$ cat config.mk
export PLATFORM = sky130hd
export DESIGN_NAME = btn_debouncer_n
export DESIGN_NICKNAME = d
export VERILOG_FILES = /design/src/rtl/btn_debouncer_n.sv
export SDC_FILE = /design/constraint.sdc
export NUM_CORES = 1
export LEC_CHECK = 0
export BUFFER_PORTS_ARGS = -buffer_cell sky130_fd_sc_hd__buf_2
export CORE_MARGIN = 2
export CORE_UTILIZATION = 52
export DETAILED_ROUTE_END_ITERATION = 8
export GPL_ROUTABILITY_DRIVEN = 0
export GPL_TIMING_DRIVEN = 0
export PLACE_DENSITY = 0.74
export SYNTH_ARGS = -nofsm -noshare
export SYNTH_HDL_FRONTEND = slang
export SYNTH_SLANG_ARGS = --single-unit
$ cat constraint.sdc
create_clock -name clk -period 2.4 [get_ports clk]
set_clock_uncertainty 0.05 [all_clocks]
set_input_delay 0.24 -clock clk [delete_from_list [all_inputs] [get_ports clk]]
set_output_delay 0.24 -clock clk [all_outputs]
set_load 0.01 [all_outputs]
$ cat src/rtl/btn_debouncer_n.sv
// Multi-channel button debouncer: 2-flop synchroniser plus a per-channel stability counter.
// Define BTN_DEBOUNCER_N_EDGE_EN to build the registered press/release pulse outputs.
module btn_debouncer_n #(
  parameter int unsigned N_BTN         = 4,
  parameter int unsigned STABLE_CYCLES = 16
) (
  input  logic             clk,
  input  logic             rst,
  input  logic [N_BTN-1:0] btn_in,
  output logic [N_BTN-1:0] btn_out,
  output logic [N_BTN-1:0] btn_press,
  output logic [N_BTN-1:0] btn_release,
  output logic             any_pressed
);

  localparam int unsigned   CW      = $clog2(STABLE_CYCLES);
  localparam logic [CW-1:0] CNT_MAX = CW'(STABLE_CYCLES - 1);

  logic [N_BTN-1:0] s0;
  logic [N_BTN-1:0] s1;
  logic [N_BTN-1:0] state;
  logic [N_BTN-1:0] settle;
  logic [CW-1:0]    cnt [N_BTN];

  // settle marks the edge on which a channel's output adopts the synchronised level
  always_comb begin
    settle = '0;
    for (int unsigned i = 0; i < N_BTN; i++) begin
      settle[i] = (s1[i] != state[i]) && (cnt[i] == CNT_MAX);
    end
  end

  always_ff @(posedge clk) begin
    if (rst) begin
      s0    <= '0;
      s1    <= '0;
      state <= '0;
      for (int unsigned i = 0; i < N_BTN; i++) begin
        cnt[i] <= '0;
      end
    end else begin
      s0 <= btn_in;
      s1 <= s0;
      for (int unsigned i = 0; i < N_BTN; i++) begin
        if (s1[i] == state[i]) begin
          cnt[i] <= '0;
        end else if (settle[i]) begin
          cnt[i]   <= '0;
          state[i] <= s1[i];
        end else begin
          cnt[i] <= cnt[i] + 1'b1;
        end
      end
    end
  end

`ifdef BTN_DEBOUNCER_N_EDGE_EN
  logic [N_BTN-1:0] press_q;
  logic [N_BTN-1:0] release_q;

  always_ff @(posedge clk) begin
    if (rst) begin
      press_q   <= '0;
      release_q <= '0;
    end else begin
      press_q   <= settle & s1;
      release_q <= settle & ~s1;
    end
  end

  assign btn_press   = press_q;
  assign btn_release = release_q;
`else
  assign btn_press   = '0;
  assign btn_release = '0;
`endif

  assign btn_out     = state;
  assign any_pressed = |state;

endmodule
==> qor.yml <==
status: "finished, final reports clean"
worstReg2RegStart: "cnt[0][0]"
setup_violations: 0
antenna_cells: 0
final_area_um2: 1450
drt-vias-per-instance: 4.30
worstHoldStart: "btn_in[0]"
syn_area_um2: 1240
port_buffers: 10
seq_area_frac_synth_pct: 57.9
crit_slowest_cell: "or4_1"
wl_um: 1600
yosys.area.top_type: "edfxtp_1"
yosysUniqueCellTypes: 16
setup-tns-final_ps: 0
rows: 17
dieArea_um2: 2800
async_reset_ff_share_pct: 0
ios: 19
core_um2: 2230
ys_ff_latch: 28
hold_path_depth: 2
dr.pass1.iters: 3
fin_crit_sh_pct: 70.2
area.growth.synth_to_final_pct: 16.4
hold_ws_ps: 69.9
clk_path_buf_depth: 2
required_ps: 2110
synth_top_family_by_area: "simple AND/OR/NAND/NOR gates"
first_global_vias: 662
fin_cells: 168
overflow: 0
synth-main-ff-cell: "edfxtp_1"
finalCriticalPeriod_ps: 1680
synthMuxAreaShare_pct: 3.22
yosys-top-cells-area: "edfxtp_1, dfxtp_1, nor2_1, xnor2_1, buf_4"
start_kind: "register"
p_leak_nw: 0.626
gr-usage-all-layers_pct: 13.7
drv_cap: 0
clk_pin_slew_ps: 140
drc: 0
cts_resized: 0
syn_inst: 104
yosys-top-cells-count: "nor2_1, edfxtp_1, dfxtp_1"
start_util_pct: 55.7
rsz0062_at_grt: "false"
worstHoldPathType: "in -> reg"
h-tree-depth: 1
r2r_end: "cnt[0][2]"
rrSetupSlack_ps: 840
final.fill_count: 176
cts_setup_buffers: 0
grt_pass1_wl_um: 2640
synth_top_area_share_pct: 38.6
cp_cell_sequence: "or4_1, buf_2"
die_h_um: 52.9
grt_max_degree: 16
whs_endpoint: "s0[0]"
vdd_drop_max_v: 0.000488
dp_hpwl_um: 1290
crit_fanout: 4
synthAdderAreaFrac_pct: 4.02
placed_cell_area_um2: 1410
yosysMostFrequentCell: "nor2_1"
clock_latency_ps: 320
antenna_found_initial: 0
cts_tree: "yes"
cts_buffers: 3
ant_nets: 0
postCtsHoldBufs: 0
synth-xor-area-share_pct: 8.44
synth_edf_count: 16
dp_cells: 164
synth-simple-area-share_pct: 19.5
numClockSinks: 28
routedWlPerCell_um: 9.50
worst_setup_path_end_kind: "output port"
ys_warn_count: 0
r2r_cells: 4
root_buffer: "clkbuf_4"
hold_viol_final: 0
drive_above_1_share_pct: 21.4
drv_slew: 0
fp.dieW_um: 52.9
max_freq_ghz: 0.594
arrival_ps: 1390
crit_type: "reg -> out"
dr_total_vias: 722
avgSynthCellArea_um2: 12.0
synth-compound-area-share_pct: 0
slowest_delay_ps: 540
drt_iter0_markers: 8
p_per_area_nw_per_um2: 563
layout.nets: 151
-- routing by layer --
layer / wire length, um / global-route usage [%] / up-vias
li1: - / - / 386
met1: 776 / 18.1 / 319
met2: 745 / 20.2 / 15
met3: 59 / 2.54 / 2
met4: 14 / 9.40 / 0
met5: 0 / 0 / -
-- worst max path at each step --
stage / slack [ps] / startpoint / cells past startpoint / end
final: 720 / btn_out[3] / 2 / any_pressed
after detailed placement: 860 / cnt[0][0] / 4 / cnt[0][2]
after global placement: 900 / cnt[3][0] / 4 / cnt[3][3]
after CTS: 700 / btn_out[3] / 2 / any_pressed
after floorplan: 950 / cnt[0][0] / 4 / cnt[0][2]
after global routing: 660 / btn_out[3] / 2 / any_pressed
-- worst max-delay path, delay by kind of cell (launching register included) --
kind	cells	cell delay (ps)
DFF	1	370
and+or+nand+nor	1	540
buffers and inverters	1	160
-- metrics by stage --
| stage | power (W) | worst slack [ps] | utilization [%] |
|---|---|---|---|
| finish | 0.000816 | 716 | 64.9 |
| CTS | 0.000824 | 701 | 64.9 |
| detailed placement | 0.000604 | 862 | 63.2 |
| global placement | 0.000602 | 897 | 63.2 |
| floorplan | 0.000592 | 951 | - |
| global route | 0.000852 | 660 | 64.9 |
-- registers in the layout, indices dropped and copies added (netlist names) --
name and count:
btn_out 4, cnt 16, s0 4, s1 4
-- cell type report --
cell class / count / area (um^2) / area share (%)
Timing Repair Buffer: 10 / 50.0 / 3.45
Multi-Input combinational cell: 85 / 528 / 36.4
Clock buffer: 4 / 36.3 / 2.50
Sequential cell: 28 / 721 / 49.7
Buffer: 9 / 63.8 / 4.40
Tap cell: 28 / 35.0 / 2.42
Inverter: 4 / 15.0 / 1.04
-- cells by family after synthesis --
| kind of cell | count (synthesis) |
|---|---|
| multiplexers | 4 |
| buffers and inverters | 13 |
| adder cells (fa/ha/maj) | 4 |
| AND/OR/NAND/NOR | 41 |
| XOR/XNOR | 12 |
| flip-flops | 28 |
| other | 2 |
-- power breakdown --
part | switching, W | internal (W)
clock network | 0.000129 | 0.0000927
registers | 0.0000112 | 0.000525
logic | 0.0000286 | 0.0000290
total | 0.000169 | 0.000647
-- placed cells by master, fill, tap and decap left out, drive strengths merged --
master,n
dfxtp,12
clkbuf,5
nand3,4
xor2,4
mux2i,4
nor2b,8
conb,24
edfxtp,16
inv,4
ha,4
nor2,20
or4,1
and3,4
or3,4
buf,18
xnor2,8
No activity file was read; power rests on OpenSTA's default activity.
